`src/rtl/icache_fetch_arbiter_pkg.sv`:
```
`default_nettype none
// +--------------------------------------------------------------------------+
// | Module   : icache_fetch_arbiter_pkg                                      |
// | Brief    : Shared types, constants and round-robin helper for the        |
// |            instruction-cache fetch arbiter.                              |
// | Revision : 1.0 - initial release                                         |
// +--------------------------------------------------------------------------+
package icache_fetch_arbiter_pkg;

  localparam int FETCH_BUNDLE_W = 64;
  // Upper bound on requesters; tags are sized for it so the type is fixed.
  localparam int MAX_REQ        = 8;
  localparam int MAX_ID_W       = 3;

  // One outstanding cache request: who issued it and whether it was flushed.
  typedef struct packed {
    logic [MAX_ID_W-1:0] id;
    logic                kill;
  } fetch_tag_t;

  // First set bit of valid[n-1:0] searching upward from ptr with wrap-around.
  // Returns -1 when no bit is set.
  function automatic int rr_winner(input logic [MAX_REQ-1:0] valid,
                                   input int ptr,
                                   input int n);
    int idx;
    rr_winner = -1;
    // Walk downward so the smallest offset from ptr is the last one written.
    for (int k = MAX_REQ - 1; k >= 0; k--) begin
      if (k < n) begin
        idx = (ptr + k) % n;
        if (valid[idx]) rr_winner = idx;
      end
    end
  endfunction

endpackage
`default_nettype wire

```
`src/rtl/icache_fetch_arbiter_fetch_tag_fifo.sv`:
```
`default_nettype none
// +--------------------------------------------------------------------------+
// | Module   : fetch_tag_fifo                                                |
// | Brief    : DEPTH-entry circular FIFO of fetch tags with a broadcast      |
// |            kill-by-ID port that marks every matching entry as killed.    |
// | Revision : 1.0 - initial release                                         |
// +--------------------------------------------------------------------------+
module fetch_tag_fifo
  import icache_fetch_arbiter_pkg::*;
#(
  parameter int DEPTH = 2,
  parameter int CNT_W = $clog2(DEPTH + 1)
) (
  input  logic               clk,
  input  logic               rst_n,
  input  logic               push,
  input  fetch_tag_t         push_tag,
  input  logic               pop,
  input  logic [MAX_REQ-1:0] kill_mask,
  output fetch_tag_t         head_tag,
  output logic [CNT_W-1:0]   count
);

  localparam int PTR_W = (DEPTH > 1) ? $clog2(DEPTH) : 1;

  fetch_tag_t       mem_q [DEPTH];
  fetch_tag_t       mem_d [DEPTH];
  logic [PTR_W-1:0] wr_ptr_q, wr_ptr_d;
  logic [PTR_W-1:0] rd_ptr_q, rd_ptr_d;
  logic [CNT_W-1:0] count_q, count_d;

  function automatic logic [PTR_W-1:0] ptr_inc(input logic [PTR_W-1:0] p);
    if (p == PTR_W'(DEPTH - 1)) return '0;
    return p + 1'b1;
  endfunction

  // Next-state: apply broadcast kills, then the push (which may overwrite the
  // slot being popped in the same cycle when the FIFO is full).
  always_comb begin
    mem_d    = mem_q;
    wr_ptr_d = wr_ptr_q;
    rd_ptr_d = rd_ptr_q;
    count_d  = count_q;
    for (int e = 0; e < DEPTH; e++) begin
      if (kill_mask[mem_q[e].id]) mem_d[e].kill = 1'b1;
    end
    if (push) begin
      mem_d[wr_ptr_q] = push_tag;
      wr_ptr_d        = ptr_inc(wr_ptr_q);
    end
    if (pop) rd_ptr_d = ptr_inc(rd_ptr_q);
    if (push && !pop)      count_d = count_q + 1'b1;
    else if (!push && pop) count_d = count_q - 1'b1;
  end

  // State registers; reset empties the FIFO and clears all tags.
  always_ff @(posedge clk or negedge rst_n) begin
    if (!rst_n) begin
      for (int e = 0; e < DEPTH; e++) mem_q[e] <= '0;
      wr_ptr_q <= '0;
      rd_ptr_q <= '0;
      count_q  <= '0;
    end else begin
      mem_q    <= mem_d;
      wr_ptr_q <= wr_ptr_d;
      rd_ptr_q <= rd_ptr_d;
      count_q  <= count_d;
    end
  end

  assign head_tag = mem_q[rd_ptr_q];
  assign count    = count_q;

endmodule
`default_nettype wire

```
`src/rtl/icache_fetch_arbiter.sv`:
```
`default_nettype none
// +--------------------------------------------------------------------------+
// | Module   : icache_fetch_arbiter                                          |
// | Brief    : Round-robin sharing of one instruction-cache port among       |
// |            NUM_REQ fetch front ends, with in-order response routing and  |
// |            discard of responses for flushed requesters.                  |
// | Revision : 1.0 - initial release                                         |
// +--------------------------------------------------------------------------+
module icache_fetch_arbiter
  import icache_fetch_arbiter_pkg::*;
#(
  parameter int NUM_REQ = 4,
  parameter int MAX_OUT = 2,
  parameter int ID_W    = $clog2(NUM_REQ)
) (
  input  logic                          clk,
  input  logic                          rst_n,
  input  logic [NUM_REQ-1:0]            req_valid,
  input  logic [NUM_REQ*32-1:0]         req_addr,
  output logic [NUM_REQ-1:0]            req_ready,
  input  logic [NUM_REQ-1:0]            flush,
  output logic [NUM_REQ-1:0]            resp_valid,
  output logic [FETCH_BUNDLE_W-1:0]     resp_data,
  output logic                          mem_req_valid,
  output logic [31:0]                   mem_req_addr,
  input  logic                          mem_req_ready,
  input  logic                          mem_resp_valid,
  input  logic [FETCH_BUNDLE_W-1:0]     mem_resp_data,
  output logic [$clog2(MAX_OUT+1)-1:0]  outstanding,
  output logic                          err_orphan_resp
);

  localparam int CNT_W = $clog2(MAX_OUT + 1);

  logic [MAX_REQ-1:0] req_valid_ext;
  logic [MAX_REQ-1:0] flush_ext;
  logic [ID_W-1:0]    winner;
  logic [ID_W-1:0]    rr_ptr_q, rr_ptr_d;
  logic               err_orphan_q, err_orphan_d;
  logic [CNT_W-1:0]   occ;
  logic               fifo_empty;
  logic               pop;
  logic               can_issue;
  logic               accept;
  logic [31:0]        win_addr;
  fetch_tag_t         push_tag;
  fetch_tag_t         head_tag;

  // Widen per-requester vectors to the package's fixed tag-index range.
  always_comb begin
    req_valid_ext                = '0;
    flush_ext                    = '0;
    req_valid_ext[NUM_REQ-1:0]   = req_valid;
    flush_ext[NUM_REQ-1:0]       = flush;
  end

  assign fifo_empty = (occ == '0);
  assign pop        = mem_resp_valid && !fifo_empty;
  // Pop-through: a same-cycle response frees a slot for a new request.
  assign can_issue  = (occ < CNT_W'(MAX_OUT)) || pop;

  // Grant selection and request-side outputs; grant ignores req_ready.
  always_comb begin
    winner        = ID_W'(rr_winner(req_valid_ext, int'(rr_ptr_q), NUM_REQ));
    win_addr      = '0;
    for (int i = 0; i < NUM_REQ; i++) begin
      if (winner == ID_W'(i)) win_addr = req_addr[32*i +: 32];
    end
    mem_req_valid = (|req_valid) && can_issue;
    mem_req_addr  = win_addr & 32'hFFFF_FFF8;
    req_ready     = '0;
    for (int i = 0; i < NUM_REQ; i++) begin
      if (winner == ID_W'(i) && mem_req_valid && mem_req_ready) req_ready[i] = 1'b1;
    end
  end

  assign accept        = mem_req_valid && mem_req_ready;
  assign push_tag.id   = MAX_ID_W'(winner);
  assign push_tag.kill = flush_ext[push_tag.id];

  fetch_tag_fifo #(
    .DEPTH (MAX_OUT),
    .CNT_W (CNT_W)
  ) u_tag_fifo (
    .clk       (clk),
    .rst_n     (rst_n),
    .push      (accept),
    .push_tag  (push_tag),
    .pop       (pop),
    .kill_mask (flush_ext),
    .head_tag  (head_tag),
    .count     (occ)
  );

  // Route the popped response to its issuer unless it was or is being flushed.
  always_comb begin
    resp_valid = '0;
    for (int i = 0; i < NUM_REQ; i++) begin
      if (pop && head_tag.id == MAX_ID_W'(i) && !head_tag.kill && !flush_ext[head_tag.id])
        resp_valid[i] = 1'b1;
    end
  end

  // Next round-robin pointer and sticky orphan-response flag.
  always_comb begin
    rr_ptr_d     = rr_ptr_q;
    err_orphan_d = err_orphan_q;
    if (accept) rr_ptr_d = (winner == ID_W'(NUM_REQ - 1)) ? '0 : winner + 1'b1;
    if (mem_resp_valid && fifo_empty) err_orphan_d = 1'b1;
  end

  // Arbiter state registers.
  always_ff @(posedge clk or negedge rst_n) begin
    if (!rst_n) begin
      rr_ptr_q     <= '0;
      err_orphan_q <= 1'b0;
    end else begin
      rr_ptr_q     <= rr_ptr_d;
      err_orphan_q <= err_orphan_d;
    end
  end

  assign resp_data       = mem_resp_data;
  assign outstanding     = occ;
  assign err_orphan_resp = err_orphan_q;

endmodule
`default_nettype wire

```
`config.mk`:
```
export PLATFORM = sky130hd
export DESIGN_NAME = icache_fetch_arbiter
export DESIGN_NICKNAME = d
export VERILOG_FILES = /design/src/rtl/icache_fetch_arbiter_pkg.sv /design/src/rtl/icache_fetch_arbiter_fetch_tag_fifo.sv /design/src/rtl/icache_fetch_arbiter.sv
export SDC_FILE = /design/constraint.sdc
export NUM_CORES = 1
export LEC_CHECK = 0
export CORE_ASPECT_RATIO = 0.5
export CORE_MARGIN = 4
export CORE_UTILIZATION = 24
export CTS_CLUSTER_SIZE = 20
export DETAILED_ROUTE_END_ITERATION = 12
export MAX_ROUTING_LAYER = met4
export PLACE_DENSITY = 0.92
export RECOVER_POWER = 100
export SETUP_SLACK_MARGIN = 0.2
export SYNTH_ARGS = -nofsm -noshare
export SYNTH_HDL_FRONTEND = slang
export SYNTH_SLANG_ARGS = --single-unit
```
`constraint.sdc`:
```
create_clock -name clk -period 2 [get_ports clk]
set_input_delay 0.2 -clock clk [delete_from_list [all_inputs] [get_ports clk]]
set_output_delay 0.2 -clock clk [all_outputs]
set_load 0.005 [all_outputs]
```
==> flow_results.xml <==
<?xml version="1.0" encoding="UTF-8"?>
<metrics>
  <group name="clock_network">
    <metric name="cts.sinks" unit="">13</metric>
    <metric name="tritoncts_clock_tree" unit="">built</metric>
    <metric name="clkLatencyLatePin" unit="ns">0.24</metric>
    <metric name="clkSlewWorstSetupHoldPaths" unit="ns">0.05</metric>
    <metric name="cts_inserted_buffers" unit="">3</metric>
    <metric name="clock_path_buffers" unit="">2</metric>
    <metric name="htreeDepth" unit="">1</metric>
    <metric name="clock_root_buffer_master" unit="">clkbuf_16</metric>
  </group>
  <group name="power_and_ir_drop">
    <metric name="sum_of_internal_switching_and_leakage_power" unit="uW">5160</metric>
    <metric name="power_leakage" unit="uW">0.00178</metric>
    <metric name="vdd.ir_drop.worst" unit="V">0.000513</metric>
    <metric name="pwr_density_cell" unit="mW/mm^2">1150</metric>
  </group>
  <group name="hold_path">
    <metric name="hold_path_depth" unit="">0</metric>
    <metric name="holdCritStartpoint" unit="">mem_resp_data[14]</metric>
    <metric name="worst_hold_path_type" unit="">in -&gt; out</metric>
    <metric name="timing.hold.worst_endpoint" unit="">resp_data[14]</metric>
  </group>
  <group name="worst_setup_path">
    <metric name="critical_path.reg2reg.startpoint" unit="">u_tag_fifo.count[1]</metric>
    <metric name="worst_path_largest_cell_delay" unit="ns">0.41</metric>
    <metric name="crit_slowest_cell" unit="">dfrtp_1</metric>
    <metric name="cp_data_required_time" unit="ns">1.80</metric>
    <metric name="reg2regPathDepth" unit="">7</metric>
    <metric name="crit-reg2reg-capture" unit="">u_tag_fifo.mem_q[4]</metric>
    <metric name="cp.arrival" unit="ns">2.36</metric>
    <metric name="worstPathMaxFanout" unit="">27</metric>
    <metric name="start_kind" unit="">flip-flop</metric>
    <metric name="critical_path.cell_chain" unit="">nand2b_4 &gt; a211o_1 &gt; nand2_2 &gt; inv_4 &gt; ha_4 &gt; buf_12 &gt; nand3b_1 &gt; a21oi_2 &gt; a21oi_1 &gt; o21ai_1 &gt; buf_2</metric>
    <metric name="worstSetupEndpointType" unit="">primary output</metric>
    <metric name="setup.worst_path.class" unit="">reg -&gt; out</metric>
    <metric name="worst-r2r-setup-slack" unit="ns">-0.13</metric>
  </group>
  <group name="placement">
    <metric name="dp_hpwl" unit="um">8780</metric>
    <metric name="globalplace.congestion" unit="">0.921</metric>
    <metric name="numPortBuffers" unit="">168</metric>
    <metric name="dp.cells" unit="">617</metric>
    <metric name="placedInstanceArea" unit="mm^2">0.00405</metric>
  </group>
  <group name="grt">
    <metric name="grt_pass1_wl" unit="um">16100</metric>
    <metric name="maximum_number_of_pins_on_one_net_before_global_route_repair" unit="">28</metric>
    <metric name="antenna_found_initial" unit="">0</metric>
    <metric name="total_congestion_overflow" unit="">0</metric>
    <metric name="grt_pass1_vias" unit="">3018</metric>
    <metric name="grt_usage" unit="%">17.4</metric>
  </group>
  <group name="die">
    <metric name="top_level_ports" unit="">312</metric>
    <metric name="die-area" unit="mm^2">0.0118</metric>
    <metric name="placeableCoreArea" unit="mm^2">0.00960</metric>
    <metric name="floorplan.die.width" unit="um">150</metric>
    <metric name="core.rowCount" unit="">25</metric>
    <metric name="initial_core_util" unit="%">25.0</metric>
    <metric name="dieHeight" unit="um">78.8</metric>
  </group>
  <group name="timing">
    <metric name="slew_viol_final" unit="">0</metric>
    <metric name="rsz0062_at_grt" unit="">yes</metric>
    <metric name="setup_viol_count_final" unit="">35</metric>
    <metric name="slew_margin_rel" unit="%">54.5</metric>
    <metric name="finalHoldViolCount" unit="">0</metric>
    <metric name="finalCriticalPeriod" unit="ns">2.56</metric>
    <metric name="fin_ws" unit="ns">-0.565</metric>
    <metric name="max_clock_freq" unit="MHz">390</metric>
    <metric name="hold_slack" unit="ns">0.400</metric>
    <metric name="tightestPinTransition" unit="ns">0.680</metric>
    <metric name="final_min_period_over_clock_period" unit="%">128</metric>
    <metric name="skew" unit="ns">0.00426</metric>
  </group>
  <group name="finish">
    <metric name="area.growth.synth_to_final" unit="%">86.8</metric>
    <metric name="finalNetCount" unit="">724</metric>
    <metric name="n_fill_cell" unit="">886</metric>
    <metric name="antenna_cells" unit="">0</metric>
    <metric name="post-route-util" unit="%">46.8</metric>
    <metric name="post_route_cells_drive_above_1_share" unit="%">32.7</metric>
    <metric name="regArea" unit="um^2">327</metric>
    <metric name="instances_no_fill" unit="">649</metric>
    <metric name="finish.instance_area" unit="mm^2">0.00449</metric>
    <metric name="multi_input_area" unit="mm^2">0.00173</metric>
  </group>
  <group name="drt">
    <metric name="detailedRoute.firstIterationViolations" unit="">212</metric>
    <metric name="drt_pre_antenna_iters" unit="">4</metric>
    <metric name="antenna_violating_nets_post_route" unit="">0</metric>
    <metric name="detail_route.drc_violations" unit="">0</metric>
    <metric name="wl_per_cell" unit="um">18.0</metric>
    <metric name="route.detailed.vias_per_inst" unit="">4.84</metric>
    <metric name="drt_wl_total" unit="um">11700</metric>
    <metric name="vias" unit="">3139</metric>
  </group>
  <group name="synthesis">
    <metric name="synth_async_sr_flop_share" unit="%">100</metric>
    <metric name="synth_top_area_share" unit="%">20.9</metric>
    <metric name="number_of_flops_mapped_to_enable_cells_by_yosys" unit="">0</metric>
    <metric name="ys_warn_count" unit="">0</metric>
    <metric name="ys_top_cells_by_area" unit="">buf_4 (21%), dfrtp_1 (14%), a21oi_1 (12%)</metric>
    <metric name="ys.flop_type" unit="">dfrtp_1</metric>
    <metric name="synth-seq-cells" unit="">13</metric>
    <metric name="synth_cells" unit="">362</metric>
    <metric name="syn_area" unit="mm^2">0.00240</metric>
    <metric name="syn_area_per_cell" unit="um^2">6.64</metric>
    <metric name="post_synth_num_cell_types" unit="">44</metric>
    <metric name="post_synth_top_area_cell" unit="">buf_4</metric>
    <metric name="ys_seq_area_share" unit="%">13.5</metric>
  </group>
  <group name="flow_run">
    <metric name="maxCapViolCount" unit="">0</metric>
  </group>
  <group name="status">
    <metric name="violated_checks" unit="">setup timing</metric>
    <metric name="run_status" unit="">complete, but fails checks</metric>
  </group>
</metrics>
## cells by family (layout without fill, tap and decap cells)
| kind of cell | count (synthesis) | count (layout) | synth area share [%] |
|---|---|---|---|
| other | 1 | 3 | 0.156 |
| adders and majority gates | 5 | 5 | 2.60 |
| muxes | 4 | 4 | 2.91 |
| DFF | 13 | 13 | 13.5 |
| and+or+nand+nor | 126 | 126 | 27.7 |
| AOI/OAI and AO/OA | 113 | 113 | 25.6 |
| xor gates and xnor gates | 5 | 5 | 1.82 |
| buffers and inverters | 95 | 245 | 25.7 |
## layout make-up
cell class | count | share of cell area [%]
inverters | 4 | 0.390
well taps | 135 | 3.76
flip-flops and latches | 13 | 7.27
repair buffers | 237 | 48.4
clock buffers | 4 | 1.76
multi-input cells | 256 | 38.4
## worst max-delay path, delay by kind of cell, from the launching register on
kind | cells | cell delay, ns
AO/OA/AOI/OAI | 4 | 0.70
AND/OR/NAND/NOR | 3 | 0.44
adder cells (fa/ha/maj) | 1 | 0.20
flip-flops | 1 | 0.41
buffers and inverters | 3 | 0.37
## metrics by stage
stage               TNS [ns]  worst slack, ns
floorplan                  0           0.0608
global placement      -29.20           -0.936
detailed placement    -31.98            -1.02
CTS                   -12.83           -0.515
global route          -19.01           -0.654
finish                -14.56           -0.565
## flip-flops by register name (all words and copies together) (netlist names)
signal	flops
err_orphan_resp	1
rr_ptr_q	2
u_tag_fifo.count	2
u_tag_fifo.mem_q	6
u_tag_fifo.rd_ptr_q	1
u_tag_fifo.wr_ptr_q	1
## where the power goes
part / internal [uW] / switching [uW] / leakage, uW / total, uW
logic: 2260 / 1970 / 0.00160 / 4230
clock network: 269 / 115 / 0.0000382 / 384
registers: 391 / 150 / 0.000146 / 541
total: 2920 / 2230 / 0.00178 / 5160
## Yosys cell counts, types with 2 or more instances
cell / n
dfrtp_1: 13
nor2_1: 7
clkbuf_1: 19
nand2_1: 64
a21boi_0: 2
xnor2_1: 2
o21ai_0: 38
a21oi_1: 59
nand3_1: 2
buf_4: 67
nand2b_1: 2
inv_1: 3
buf_1: 3
a211oi_1: 2
nor2b_1: 8
ha_1: 5
mux2_2: 2
and2_1: 4
xor2_1: 3
nor3_1: 2
a21o_1: 2
nand3b_1: 31
## timing repair
action / 4_1_cts / 5_1_grt
resized for setup: 159 / 79
pin swaps: 12 / 27
setup buffers: 12 / 16
endpoints found under the setup margin: 44 / 41
hold buffers: 0 / 0
## cells in the final DEF (no fill, tap or decap), types with 3 or more instances in the layout
master and instances:
o21ai_0 6, dlygate4sd3_1 4, nor2b_2 3, buf_12 7, clkbuf_1 3, nand3b_1 31
buf_4 42, nor2_1 6, ha_4 4, a21oi_1 34, a21oi_2 25, dfrtp_1 12
xor2_1 3, buf_2 32, clkdlybuf4s50_1 123, conb_1 3, clkbuf_2 4, o21ai_2 3
clkbuf_16 3, buf_6 18, o21ai_1 30, nor2b_1 5, nand2_2 4, nand2_1 61
dlygate4sd2_1 3
## layer usage
| layer | global-route usage [%] | share of wire (%) | routed length [um] |
|---|---|---|---|
| met1 | 19.6 | 39 | 4510 |
| met2 | 30.5 | 51 | 5970 |
| met3 | 6.33 | 8.6 | 998 |
| met4 | 3.11 | 1.6 | 191 |
| met5 | - | 0 | 0 |
## how the worst max path moves through the flow
stage	from	end	slack, ns
5_1_grt	rr_ptr_q[1]	mem_req_addr[4]	-0.65
4_1_cts	rr_ptr_q[1]	mem_req_addr[24]	-0.51
6_report	rr_ptr_q[1]	mem_req_addr[13]	-0.56
3_5_place_dp	req_valid[2]	mem_req_addr[13]	-1.02
3_3_place_gp	req_valid[2]	mem_req_addr[18]	-0.94
2_1_floorplan	rr_ptr_q[1]	mem_req_addr[31]	0.06
(Power assumes the default switching activity.)
==> variant: new RTL, same settings <==
`MAX_OUT`: 2 -> 8.
--- a/src/rtl/icache_fetch_arbiter.sv
+++ b/src/rtl/icache_fetch_arbiter.sv
@@ -11,5 +11,5 @@
 #(
   parameter int NUM_REQ = 4,
-  parameter int MAX_OUT = 2,
+  parameter int MAX_OUT = 8,
   parameter int ID_W    = $clog2(NUM_REQ)
 ) (
Ports: changed (resized outstanding); port bits go from 312 to 314. The function was not compared with the original's and may differ.
==> variant against the unedited design <==
The run still ends with negative setup slack left. Worst setup slack lost 120 ps. Sequential cell count grew 24. Design area grew 67%. Area after synthesis grew 59%. Global-route usage grew 4.6 points. Critical path depth grew 1. Routed wire length grew 89%. Power grew 100%. Largest cell class unchanged. Highest routed layer unchanged.
==> variant: results <==
[clock_network]
clock_latency_ps = 290
htreeDepth = 2
cts_made_buffers = 5
post_cts_resized = 288
clk_pin_slew_worst_paths_ps = 70

[power_and_ir_drop]
power.share.switching = 0.4120
ir_worst_vdd_mv = 0.6786
p_seq_mw = 1.44
p_leak_nw = 3.023
pwr-share-seq = 0.139

[synth]
synthMuxAreaShare = 0.1296
synth_cell_types = 42
synth_xor_area_frac = 0.009165
avgSynthCellArea_um2 = 8.098
ys_top_cells_by_area = dfrtp_1, buf_4, a21oi_1

[routing]
via_per_inst = 5.488
drt_iter0_markers = 420
wl_per_cell_um = 24.32
routed_wl_mm = 22.09

[final_layout]
final_nets = 919
largest_reg_flops = 24
layout-drive-gt1-share = 0.4886
n_fill_cell = 1286

[worst_setup_path]
worstPathArrival_ps = 2490
cp_max_fo = 8

[timing]
fin_ws_ps = -687.3
finalSetupViolations = 46

[placement]
port_buffers = 170
placed_cells = 830
gp_congestion = 0.9519

[run_status]
violations = negative setup slack
status = finished, violations left

[global_route]
grt_first_pass_wirelength_mm = 30.70
## variant: layout make-up
class,count,share of cell area
well taps,204,0.03409
flip-flops and latches,37,0.1248
inverters,5,0.003676
clock buffers,6,0.01855
multi-input cells,335,0.3907
clock inverters,2,0.001838
repair buffers,319,0.4263
## variant: per-stage QoR
stage / setup slack [ps] / utilization
after CTS: -552.9 / 0.4612
after global placement: -1046 / 0.3828
after global routing: -829.1 / 0.4832
after floorplan: -74.31 / -
final: -687.3 / 0.4832
after detailed placement: -1085 / 0.3828
## variant: path summary, 6_finish.rpt
kind	end	slack (ps)	startpoint	cells after the start
min in group asynchronous	u_tag_fifo.mem_q[30]$_DFFE_PN0P_	600	rst_n	2
worst max-delay path	mem_req_addr[9]	-690	rr_ptr_q[1]$_DFFE_PN0N_	12
worst min-delay path	resp_data[13]	400	mem_resp_data[13]	0
worst min register to register	err_orphan_resp$_DFFE_PN0P_	490	err_orphan_resp$_DFFE_PN0P_	1
worst max register to register	u_tag_fifo.count[3]$_DFFE_PN0P_	-150	u_tag_fifo.count[1]$_DFFE_PN0P_	10
max in group asynchronous	u_tag_fifo.count[1]$_DFFE_PN0P_	710	rst_n	2
## variant: worst max-delay path: cells and delay by family (launching register included)
| family | cells | cell delay [ps] |
|---|---|---|
| flops | 1 | 410 |
| buf+inv | 5 | 640 |
| compound gates | 5 | 700 |
| simple gates | 1 | 190 |
| fa+ha+maj | 1 | 250 |
## variant: per-layer routing
| layer | GRT usage | up-vias | share of wire |
|---|---|---|---|
| met1 | 0.2328 | 2383 | 0.34 |
| met2 | 0.3930 | 410 | 0.49 |
| met3 | 0.07574 | 118 | 0.11 |
| li1 | - | 2072 | - |
| met5 | - | - | 0 |
| met4 | 0.07098 | 0 | 0.055 |
